<file path="config.mk">
export PLATFORM = sky130hd
export DESIGN_NAME = if_fetch_stage
export DESIGN_NICKNAME = d
export VERILOG_FILES = /design/src/rtl/if_fetch_stage.sv
export SDC_FILE = /design/constraint.sdc
export NUM_CORES = 1
export LEC_CHECK = 0
export CAP_MARGIN = 5
export CORE_MARGIN = 3
export CORE_UTILIZATION = 30
export DETAILED_ROUTE_END_ITERATION = 10
export HOLD_SLACK_MARGIN = 0.05
export RECOVER_POWER = 100
export SLEW_MARGIN = 20
export SYNTH_ARGS = -nofsm -noshare
export SYNTH_HDL_FRONTEND = slang
export SYNTH_SLANG_ARGS = --single-unit
</file>
<file path="constraint.sdc">
create_clock -name clk -period 2.8 [get_ports clk]
set_input_delay 0.84 -clock clk [delete_from_list [all_inputs] [get_ports clk]]
set_output_delay 0.84 -clock clk [all_outputs]
set_load 0.005 [all_outputs]
</file>
<file path="src/rtl/if_fetch_stage.sv">
// if_fetch_stage
//   Instruction-fetch stage feeding the IF/ID pipeline register. Owns the PC,
//   issues word requests to instruction memory, tolerates variable memory
//   latency, buffers a returned word while the pipeline is stalled and
//   replaces wrong-path words with NOP bubbles after a branch/jump redirect.
//
// Ports
//   clk                     rising-edge clock
//   reset_in                asynchronous active-low reset
//   PC_Write_in             1 = IF/ID advances this cycle, 0 = stall
//   Branch_Taken_in         taken branch resolved downstream (highest priority)
//   Branch_Target_in        branch target address
//   Jump_in                 jump decoded in ID
//   Jump_Offset_in          instr[25:0] of the jump
//   Jump_PC_in              PC+4 of the jump instruction
//   Imem_Req_out            memory request valid
//   Imem_Addr_out           word address of the request
//   Imem_Data_in            read data, valid when Imem_Ready_in = 1
//   Imem_Ready_in           request completes this cycle
//   PC_Counter_output_out   PC+4 of the presented instruction
//   Instruction_memory_out  presented instruction
//   IF_Valid_out            0 = bubble
//
// state  | meaning
// -------+-----------------------------------------------------------
// BOOT   | single idle cycle after reset release, no request
// FETCH  | request issued at PC
// WAIT   | request at PC outstanding, waiting for ready
// DRAIN  | outstanding request belongs to a discarded path
// FULL   | completed word parked in the hold buffer during a stall

module if_fetch_stage #(
  parameter int           n        = 32,
  parameter logic [n-1:0] RESET_PC = '0,
  parameter logic [31:0]  NOP      = 32'h0000_0000
) (
  input  logic         clk,
  input  logic         reset_in,
  input  logic         PC_Write_in,
  input  logic         Branch_Taken_in,
  input  logic [n-1:0] Branch_Target_in,
  input  logic         Jump_in,
  input  logic [25:0]  Jump_Offset_in,
  input  logic [n-1:0] Jump_PC_in,
  output logic         Imem_Req_out,
  output logic [n-1:0] Imem_Addr_out,
  input  logic [31:0]  Imem_Data_in,
  input  logic         Imem_Ready_in,
  output logic [n-1:0] PC_Counter_output_out,
  output logic [31:0]  Instruction_memory_out,
  output logic         IF_Valid_out
);

  typedef enum logic [2:0] {
    S_BOOT  = 3'd0,
    S_FETCH = 3'd1,
    S_WAIT  = 3'd2,
    S_DRAIN = 3'd3,
    S_FULL  = 3'd4
  } state_t;

  state_t       state, state_d;
  logic [n-1:0] pc, pc_d;
  logic [n-1:0] drain_addr, drain_addr_d;
  logic [n-1:0] buf_pc, buf_pc_d;
  logic [31:0]  buf_instr, buf_instr_d;
  logic [n-1:0] out_pc, out_pc_d;
  logic [31:0]  out_instr, out_instr_d;
  logic         out_valid, out_valid_d;

  logic         redirect;
  logic [n-1:0] target;
  logic [n-1:0] jump_target;
  logic [n-1:0] pc_plus4;

  assign redirect    = Branch_Taken_in | Jump_in;
  assign jump_target = {Jump_PC_in[n-1:28], Jump_Offset_in, 2'b00};
  // The branch is the older instruction, so it wins over a jump in ID.
  assign target      = Branch_Taken_in ? Branch_Target_in : jump_target;
  assign pc_plus4    = pc + n'(4);

  always_ff @(posedge clk or negedge reset_in) begin
    if (!reset_in) begin
      state      <= S_BOOT;
      pc         <= RESET_PC;
      drain_addr <= '0;
      buf_pc     <= '0;
      buf_instr  <= NOP;
      out_pc     <= '0;
      out_instr  <= NOP;
      out_valid  <= 1'b0;
    end else begin
      state      <= state_d;
      pc         <= pc_d;
      drain_addr <= drain_addr_d;
      buf_pc     <= buf_pc_d;
      buf_instr  <= buf_instr_d;
      out_pc     <= out_pc_d;
      out_instr  <= out_instr_d;
      out_valid  <= out_valid_d;
    end
  end

  always_comb begin
    state_d      = state;
    pc_d         = pc;
    drain_addr_d = drain_addr;
    buf_pc_d     = buf_pc;
    buf_instr_d  = buf_instr;
    out_pc_d     = out_pc;
    out_instr_d  = out_instr;
    out_valid_d  = out_valid;

    case (state)
      S_BOOT: begin
        state_d = S_FETCH;
        if (redirect) begin
          pc_d        = target;
          out_pc_d    = '0;
          out_instr_d = NOP;
          out_valid_d = 1'b0;
        end
      end

      S_FETCH, S_WAIT: begin
        if (redirect) begin
          pc_d        = target;
          out_pc_d    = '0;
          out_instr_d = NOP;
          out_valid_d = 1'b0;
          // A request cannot be withdrawn; if it is still pending, keep it
          // alive at the old address and throw its data away later.
          if (Imem_Ready_in) begin
            state_d = S_FETCH;
          end else begin
            state_d      = S_DRAIN;
            drain_addr_d = pc;
          end
        end else if (Imem_Ready_in) begin
          pc_d = pc_plus4;
          if (PC_Write_in) begin
            out_pc_d    = pc_plus4;
            out_instr_d = Imem_Data_in;
            out_valid_d = 1'b1;
            state_d     = S_FETCH;
          end else begin
            buf_pc_d    = pc_plus4;
            buf_instr_d = Imem_Data_in;
            state_d     = S_FULL;
          end
        end else begin
          state_d = S_WAIT;
          // IF/ID consumed what it had; show a bubble until the word arrives.
          if (PC_Write_in) begin
            out_instr_d = NOP;
            out_valid_d = 1'b0;
          end
        end
      end

      S_DRAIN: begin
        if (redirect) pc_d = target;
        if (Imem_Ready_in) state_d = S_FETCH;
      end

      S_FULL: begin
        if (redirect) begin
          pc_d        = target;
          out_pc_d    = '0;
          out_instr_d = NOP;
          out_valid_d = 1'b0;
          state_d     = S_FETCH;
        end else if (PC_Write_in) begin
          out_pc_d    = buf_pc;
          out_instr_d = buf_instr;
          out_valid_d = 1'b1;
          state_d     = S_FETCH;
        end
      end

      default: state_d = S_BOOT;
    endcase
  end

  assign Imem_Req_out           = (state == S_FETCH) || (state == S_WAIT) || (state == S_DRAIN);
  assign Imem_Addr_out          = (state == S_DRAIN) ? drain_addr : pc;
  assign PC_Counter_output_out  = out_pc;
  assign Instruction_memory_out = out_instr;
  assign IF_Valid_out           = out_valid;

endmodule

</file>
==> flow_summary.json, run 1 <==
{
  "synthFlopType": "dfrtp_1",
  "core-area_mm2": 0.0319,
  "drc": 0,
  "path_class": "register to output pin",
  "dieHeight_um": 187,
  "max-cap-violations": 0,
  "yosysSeqAreaShare": 0.501,
  "clock_skew_ns": 0.0130,
  "synth-seq-cells": 196,
  "clk_latency_ns": 0.45,
  "cts_max_path_buffers": 2,
  "cts.sinks": 196,
  "tritoncts": "built",
  "numPortBuffers": 197,
  "rows": 65,
  "crit_arrival_ns": 1.88,
  "post-route-cell-area_mm2": 0.0131,
  "yosys_warnings": 0,
  "rsz0062_at_grt": "no",
  "slew_headroom": 0.223,
  "fin_setup_tns_ns": 0,
  "peakVddDrop_v": 0.000453,
  "final_common_cell": "nand2_1",
  "grt_first_pass_wirelength_mm": 46.9,
  "grt_max_degree": 53,
  "avgSynthCellArea_um2": 9.40,
  "io_pins": 226,
  "timing.rr.start": "state[2]",
  "powerDensity_mw_per_mm2": 652,
  "routed_wl_mm": 29.4,
  "htreeDepth": 4,
  "fmax_mhz": 368,
  "crit_required_ns": 1.96,
  "min-delay-start": "Instruction_memory_out[6]",
  "place_congestion": 0.807,
  "drtIter0Drc": 641,
  "numCtsBuffers": 17,
  "grt_usage": 0.167,
  "grt_pass1_vias": 8208,
  "syn_inst": 1042,
  "netlist_area_mm2": 0.00979,
  "finalMaxSlewViolations": 0,
  "die_area_mm2": 0.0348,
  "viasPerCell": 4.99,
  "finalNetCount": 1362,
  "initial_core_util": 0.307,
  "cp-end-kind": "output pin",
  "wl_per_cell_um": 17.5,
  "period_minus_slack_ns": 2.72,
  "cts-root-buf": "clkbuf_16",
  "critical_path.cell_chain": "nand3b_1 > buf_6 > buf_16 > mux2_2 > dlygate4sd2_1",
  "area_growth_syn_to_layout_pct": 33.8,
  "critPathMaxFanout": 15,
  "drt_pre_antenna_iters": 5,
  "hp-class": "register to register",
  "hold_viol": 0,
  "start_kind": "register",
  "path_clk_slew_ns": 0.08,
  "ys_types": 53,
  "crit_slowest_cell": "dfrtp_1",
  "tightest_slew_ns": 1.16,
  "critical_path.max_stage_delay_ns": 0.36,
  "synthesis.nets": 1171,
  "crit_start": "state[2]",
  "die_x_um": 187,
  "final_cell_mix": "nand2_1, dfrtp_1, clkdlybuf4s50_1, nor2_1, o21ai_0",
  "finalSetupViolCount": 0,
  "status": "completed",
  "grt_overflow": 0,
  "async_flop_share": 1.00,
  "p_leak_nw": 5.66,
  "detail-route-antenna-nets": 0,
  "hpwl_mm": 20.5,
  "whs_ns": 0.475,
  "synth_edf_count": 0,
  "vias": 8380,
  "placed_area_mm2": 0.0126,
  "fillers": 3182,
  "antenna_cells": 0,
  "min_period_over_period": 0.970,
  "antenna_found_initial": 0,
  "drive_gt1_frac": 0.140
}
==> layer usage <==
| layer | up-vias | global-route usage | wire length (um) | part of all wire |
|---|---|---|---|---|
| li1 | 4047 | - | - | - |
| met1 | 4015 | 0.238 | 14000 | 0.48 |
| met2 | 293 | 0.262 | 13300 | 0.45 |
| met3 | 25 | 0.0361 | 1800 | 0.061 |
| met4 | 0 | 0.0363 | 315 | 0.011 |
| met5 | - | 0 | 0 | 0 |
==> synth_stat cells, types with 17 or more instances <==
| library cell | instances | share of area |
|---|---|---|
| nor3_1 | 23 | 0.012 |
| nand2_1 | 213 | 0.082 |
| a22oi_1 | 34 | 0.026 |
| a21oi_1 | 50 | 0.026 |
| clkbuf_1 | 48 | 0.018 |
| nor2_1 | 80 | 0.031 |
| xnor2_1 | 17 | 0.015 |
| o21ai_0 | 67 | 0.034 |
| mux2_2 | 67 | 0.077 |
| dfrtp_1 | 196 | 0.50 |
| buf_2 | 34 | 0.017 |
==> worst max-delay path: cells and delay by family (launching register included) <==
kind	cells	cell delay, ns
DFF	1	0.36
and+or+nand+nor	1	0.12
buffers and inverters	3	0.60
muxes	1	0.35
==> state kept, by name, summed over array words and instances, names as in the netlist <==
signal                  cells
buf_instr                  32
PC_Counter_output_out      32
pc                         32
IF_Valid_out                1
Instruction_memory_out     32
drain_addr                 32
state                       3
buf_pc                     32
==> kinds of logic (layout without fill, tap and decap cells) <==
kind of cell / after synthesis / after routing / share of synthesized area
AO/OA/AOI/OAI: 256 / 256 / 0.167
XOR/XNOR: 26 / 26 / 0.0233
adder cells (fa/ha/maj): 1 / 1 / 0.00128
buffers and inverters: 95 / 299 / 0.0409
flip-flops: 196 / 196 / 0.501
multiplexers: 82 / 82 / 0.0926
AND/OR/NAND/NOR: 386 / 386 / 0.174
==> final cells by class <==
class | instances | area, um2 | share of cell area
clock inverters | 15 | 191 | 0.0146
repair buffers | 262 | 2510 | 0.192
clock buffers | 17 | 425 | 0.0325
multi-input cells | 751 | 4510 | 0.344
well taps | 435 | 544 | 0.0415
flip-flops and latches | 196 | 4900 | 0.374
inverters | 5 | 18.8 | 0.00143
==> report_power, final <==
group,switching [mW],internal (mW),total [mW]
clock network,1.27,1.29,2.56
registers,0.441,3.45,3.89
logic,1.00,1.09,2.10
total,2.71,5.84,8.55
==> stage by stage <==
step	utilization	instances	setup WS (ns)	power [mW]
6_report	0.411	1681	0.0840	8.55
3_3_place_gp	0.396	1643	-0.0131	6.14
3_5_place_dp	0.396	1643	-0.0191	6.21
2_1_floorplan	-	1042	0.417	5.01
4_1_cts	0.417	1681	-0.0627	8.74
5_1_grt	0.411	1681	0.0108	9.05
==> repair_timing <==
item | in CTS | in global routing
gates resized for setup | 43 | 8
hold buffers | 0 | 0
cloned | 2 | 0
buffers inserted | 4 | 0
endpoints found under the setup margin | 32 | 10
==> path summary, 6_finish.rpt <==
kind | slack (ns) | endpoint | cells past startpoint
min in group asynchronous | 0.62 | Instruction_memory_out[8] | 1
max in group asynchronous | 0.71 | pc[18] | 2
max | 0.08 | Imem_Addr_out[5] | 5
min reg2reg | 0.48 | Instruction_memory_out[6] | 2
min | 0.48 | Instruction_memory_out[6] | 2
max reg2reg | 0.15 | pc[5] | 11
(Power assumes the default switching activity.)
==> inputs of run 2 (changes only) <==
--- a/config.mk
+++ b/config.mk
@@ -11,7 +11,6 @@
 export DETAILED_ROUTE_END_ITERATION = 10
 export HOLD_SLACK_MARGIN = 0.05
 export RECOVER_POWER = 100
-export SLEW_MARGIN = 20
 export SYNTH_ARGS = -nofsm -noshare
 export SYNTH_HDL_FRONTEND = slang
 export SYNTH_SLANG_ARGS = --single-unit
==> results of run 2 <==
Final layout, timing and power as in run 1 (identical DEF).
